<file path="src/rtl/uart_apb_cmd_master.sv">
// UART-byte-driven APB initiator: parses 'W' addr data / 'R' addr commands,
// runs one APB transfer and returns an ACK, NAK or read-data byte.
module uart_apb_cmd_master #(
  parameter int unsigned ADDR_WIDTH     = 5,
  parameter int unsigned TIMEOUT_CYCLES = 255,
  parameter logic [7:0]  ACK_BYTE       = 8'h06,
  parameter logic [7:0]  NAK_BYTE       = 8'h15
) (
  input  logic                  PCLK,
  input  logic                  PRESETN,
  input  logic [7:0]            rx_data,
  input  logic                  rx_valid,
  output logic [7:0]            tx_data,
  output logic                  tx_valid,
  input  logic                  tx_ready,
  output logic [ADDR_WIDTH-1:0] PADDR,
  output logic                  PSEL,
  output logic                  PENABLE,
  output logic                  PWRITE,
  output logic [7:0]            PWDATA,
  input  logic [7:0]            PRDATA,
  input  logic                  PREADY,
  input  logic                  PSLVERR,
  output logic                  busy,
  output logic                  overrun
);

  localparam logic [7:0]  CmdWrite     = 8'h57;
  localparam logic [7:0]  CmdRead      = 8'h52;
  localparam logic [16:0] TimeoutLimit = 17'(TIMEOUT_CYCLES);

  typedef enum logic [2:0] {
    StIdle,
    StGetAddr,
    StGetData,
    StSetup,
    StAccess,
    StResp
  } state_e;

  state_e                r_state, w_state_nxt;
  logic [ADDR_WIDTH-1:0] r_paddr, w_paddr_nxt;
  logic                  r_pwrite, w_pwrite_nxt;
  logic [7:0]            r_pwdata, w_pwdata_nxt;
  logic [7:0]            r_tx_data, w_tx_data_nxt;
  logic [15:0]           r_cnt, w_cnt_nxt;
  logic                  r_overrun, w_overrun_nxt;
  logic [16:0]           w_cnt_inc;

  // 17-bit increment so the saturating compare cannot wrap at TIMEOUT_CYCLES = 65535
  assign w_cnt_inc = {1'b0, r_cnt} + 17'd1;

  always_ff @(posedge PCLK or negedge PRESETN) begin
    if (!PRESETN) begin
      r_state   <= StIdle;
      r_paddr   <= '0;
      r_pwrite  <= 1'b0;
      r_pwdata  <= 8'h00;
      r_tx_data <= 8'h00;
      r_cnt     <= 16'h0000;
      r_overrun <= 1'b0;
    end else begin
      r_state   <= w_state_nxt;
      r_paddr   <= w_paddr_nxt;
      r_pwrite  <= w_pwrite_nxt;
      r_pwdata  <= w_pwdata_nxt;
      r_tx_data <= w_tx_data_nxt;
      r_cnt     <= w_cnt_nxt;
      r_overrun <= w_overrun_nxt;
    end
  end

  always_comb begin
    w_state_nxt   = r_state;
    w_paddr_nxt   = r_paddr;
    w_pwrite_nxt  = r_pwrite;
    w_pwdata_nxt  = r_pwdata;
    w_tx_data_nxt = r_tx_data;
    w_cnt_nxt     = r_cnt;
    w_overrun_nxt = r_overrun;

    unique case (r_state)
      StIdle: begin
        if (rx_valid) begin
          if (rx_data == CmdWrite || rx_data == CmdRead) begin
            w_pwrite_nxt = (rx_data == CmdWrite);
            w_state_nxt  = StGetAddr;
          end else begin
            w_tx_data_nxt = NAK_BYTE;
            w_state_nxt   = StResp;
          end
        end
      end
      StGetAddr: begin
        if (rx_valid) begin
          w_paddr_nxt = rx_data[ADDR_WIDTH-1:0];
          w_state_nxt = r_pwrite ? StGetData : StSetup;
        end
      end
      StGetData: begin
        if (rx_valid) begin
          w_pwdata_nxt = rx_data;
          w_state_nxt  = StSetup;
        end
      end
      StSetup: begin
        w_cnt_nxt   = 16'h0000;
        w_state_nxt = StAccess;
      end
      StAccess: begin
        if (PREADY) begin
          if (PSLVERR)       w_tx_data_nxt = NAK_BYTE;
          else if (r_pwrite) w_tx_data_nxt = ACK_BYTE;
          else               w_tx_data_nxt = PRDATA;
          w_state_nxt = StResp;
        end else if (w_cnt_inc >= TimeoutLimit) begin
          w_tx_data_nxt = NAK_BYTE;
          w_state_nxt   = StResp;
        end else begin
          w_cnt_nxt = w_cnt_inc[15:0];
        end
      end
      StResp: begin
        if (tx_ready) w_state_nxt = StIdle;
      end
      default: w_state_nxt = StIdle;
    endcase

    // Bytes arriving while a transfer or response is in flight are lost
    if (rx_valid && (r_state == StSetup || r_state == StAccess || r_state == StResp)) begin
      w_overrun_nxt = 1'b1;
    end
  end

  assign PSEL     = (r_state == StSetup) || (r_state == StAccess);
  assign PENABLE  = (r_state == StAccess);
  assign tx_valid = (r_state == StResp);
  assign busy     = (r_state != StIdle);
  assign tx_data  = r_tx_data;
  assign PADDR    = r_paddr;
  assign PWRITE   = r_pwrite;
  assign PWDATA   = r_pwdata;
  assign overrun  = r_overrun;

endmodule
</file>
<file path="config.mk">
export PLATFORM = sky130hd
export DESIGN_NAME = uart_apb_cmd_master
export DESIGN_NICKNAME = d
export VERILOG_FILES = /design/src/rtl/uart_apb_cmd_master.sv
export SDC_FILE = /design/constraint.sdc
export NUM_CORES = 1
export LEC_CHECK = 0
export ABC_AREA = 1
export CAP_MARGIN = 25
export CORE_AREA = 4 4 77 79
export CTS_BUF_LIST = sky130_fd_sc_hd__clkbuf_8 sky130_fd_sc_hd__clkbuf_16
export CTS_CLUSTER_SIZE = 28
export DETAILED_ROUTE_END_ITERATION = 10
export DIE_AREA = 0 0 81 83
export HOLD_SLACK_MARGIN = 0.08
export PLACE_DENSITY = 0.7
export SLEW_MARGIN = 20
export SYNTH_ARGS = -nofsm -noshare
export SYNTH_HDL_FRONTEND = slang
export SYNTH_SLANG_ARGS = --single-unit
</file>
<file path="constraint.sdc">
create_clock -name PCLK -period 3.5 [get_ports PCLK]
set_input_delay 0.7 -clock PCLK [delete_from_list [all_inputs] [get_ports PCLK]]
set_output_delay 0.7 -clock PCLK [all_outputs]
set_load 0.02 [all_outputs]
</file>
==> results_dict.tcl <==
set metrics [dict create \
    clk_latency_ps 300 \
    period_minus_slack_ps 3090 \
    slew_viol_final 0 \
    synth_cells 300 \
    outcome "finished, final reports clean" \
    fin_tns_setup_ps 0 \
    path_max_fanout 9 \
    antenna_found_initial 0 \
    drc 0 \
    ys_top_cells_by_count "92 x nand2_1, 42 x dfrtp_1, 39 x nor2_1" \
    async_flop_share_pct 100 \
    synth-main-ff-cell "dfrtp_1" \
    yosysWarnings 0 \
    synth_top_area_share_pct 45.9 \
    clkSinkCount 42 \
    yosysMostFrequentCell "nand2_1" \
    cp_data_arrival_time_ps 2390 \
    power.total_mw 1.88 \
    p_leak_nw 1.34 \
    critical_path_required_ps 2800 \
    seqCellArea_sq_um 1050 \
    antenna_left 0 \
    wl_per_cell_microns 12.1 \
    dp_hpwl_microns 3950 \
    area_delta_synth_final_pct 28.9 \
    synthesis.area_sq_um 2290 \
    grt.total_usage_pct 16.9 \
    ys_types 27 \
    ios 49 \
    firstDrtPassIters 4 \
    fp.dieW_microns 81 \
    nets 377 \
    worst_slew_margin_rel_pct 68.5 \
    fillers 538 \
    syn_area_per_cell_sq_um 7.63 \
    grt_overflow 0 \
    endpoint_kind "output port" \
    crit_start "r_state[1]" \
    reg2reg_slack_ps 1380 \
    multi_input_area_sq_um 1080 \
    design_area_sq_um 2950 \
    power_density_nw_per_um2 637 \
    r2r-start "r_cnt[1]" \
    rr_endpoint "r_cnt[7]" \
    chipHeight_microns 83 \
    ctsLongestPathBuffers 2 \
    synth-edff-count 0 \
    root_buffer "clkbuf_8" \
    fin_crit_sh_pct 88.2 \
    core-area_sq_um 5340 \
    cts_buffers 5 \
    worst_slew_pin_slew_ps 473 \
    grt_max_degree 43 \
    num_vias 2046 \
    rows 27 \
    finalWirelength_microns 5170 \
    reg2reg_depth 11 \
    fin_skew_ps 5.26 \
    cts_hold_buf 0 \
    h-tree-depth 2 \
    via_per_inst 4.80 \
    worst-setup-path-type "reg -> out" \
    ir_drop_mv 0.399 \
    grt_pass1_vias 2040 \
    critPathLaunchType "register" \
    max_freq_ghz 0.324 \
    finalHoldViolCount 0 \
    postCtsResizedCells 0 \
    port_buffers 48 \
    cts_tree "done" \
    ys_seq_area_share_pct 45.9 \
    drt-initial-drc-count 137 \
    synth_top_area_cell "dfrtp_1" \
    grt_pass1_wl_microns 9090 \
    clk_pin_slew_ps 90 \
    num_antenna_cells 0 \
    finalSetupViolCount 0 \
    maxCapViolCount 0 \
    hp-class "in -> async" \
    rsz0062_at_grt "false" \
    initial_core_util_pct 42.9 \
    ys_top_cells_by_area "dfrtp_1 46%, nand2_1 15%, nor2_1 6.4%" \
    gp_congestion 0.830 \
    synth_seq_cells 42 \
    cts_setup_buffers 0 \
    drive_gt1_share_pct 9.04 \
    synth_nets 324 \
    placed_area_sq_um 2820 \
    worstSetupEndpoint "PSEL" \
    dieArea_sq_um 6720 \
]
[registers in the layout (all words and copies together) (netlist names)]
| register | count |
|---|---|
| PADDR | 5 |
| overrun | 1 |
| PWRITE | 1 |
| PWDATA | 8 |
| r_cnt | 16 |
| tx_data | 8 |
| r_state | 3 |
[cell families after synthesis]
logic type / after synthesis / share of synthesized area, %
simple gates: 189 / 38.2
flops: 42 / 45.9
buf+inv: 37 / 6.89
compound gates: 24 / 5.47
xor+xnor: 5 / 1.91
fa+ha+maj: 2 / 1.09
mux: 1 / 0.492
[metrics by stage]
stage / util, % / setup WS, ps / hold WS, ps / instances
3_3_place_gp: 52.9 / 803 / 457 / 417
6_report: 55.3 / 413 / 345 / 426
4_1_cts: 54.8 / 396 / 480 / 425
2_1_floorplan: - / 1210 / 404 / 300
5_1_grt: 55.3 / 253 / 381 / 426
3_5_place_dp: 52.9 / 723 / 458 / 417
[critical path: stages, from the launching register on]
cell,delay [ps]
dfrtp_1,430
nor2_1,120
inv_1,60
nor2_1,310
clkinv_1,360
nand2_1,200
clkdlybuf4s50_1,620
[cell usage in the layout (no fill, tap or decap), drive strengths merged]
master | netlist | routed
a21oi | 2 | 2
buf | 2 | 2
clkbuf | 1 | 6
clkdlybuf4s50 | 0 | 47
clkinv | 1 | 1
clkinvlp | 0 | 1
dfrtp | 42 | 42
ha | 2 | 2
inv | 33 | 34
mux2 | 1 | 1
nand2 | 101 | 101
nand3 | 23 | 23
nand4 | 13 | 13
nor2 | 45 | 45
nor3 | 4 | 4
nor4 | 2 | 2
o21ai | 20 | 20
o21bai | 2 | 2
or2 | 1 | 1
xor2 | 5 | 5
[per-layer routing]
| metal | vias to the layer above | track usage (%) | share of wire, % |
|---|---|---|---|
| li1 | 1059 | - | - |
| met1 | 928 | 21.1 | 43 |
| met2 | 50 | 27.4 | 49 |
| met3 | 9 | 5.86 | 6.9 |
| met4 | 0 | 5.07 | 1.6 |
| met5 | - | 0 | 0 |
[worst min-delay path by stage]
| stage | start | to | cells past startpoint |
|---|---|---|---|
| final | PRESETN | r_cnt[3] | 1 |
| after global routing | PRESETN | tx_data[4] | 1 |
| after CTS | tx_data[7] | tx_data[7] | 2 |
| after detailed placement | tx_data[7] | tx_data[7] | 2 |
| after global placement | tx_data[7] | tx_data[7] | 2 |
| after floorplan | PRESETN | PADDR[0] | 0 |
[report_power, final]
| group | total (mW) | internal, mW | switching (mW) | leakage [nW] |
|---|---|---|---|---|
| sequential | 0.681 | 0.602 | 0.0784 | 0.545 |
| clock | 0.342 | 0.163 | 0.179 | 0.0478 |
| combinational | 0.856 | 0.352 | 0.504 | 0.744 |
[final cells by class]
class | instances | area share (%)
tap | 72 | 3.05
timing repair buffer | 49 | 17.0
sequential | 42 | 35.6
clock inverter | 2 | 0.551
multi-input combinational | 221 | 36.6
clock buffer | 6 | 2.80
inverter | 34 | 4.33
(Power assumes the default switching activity.)
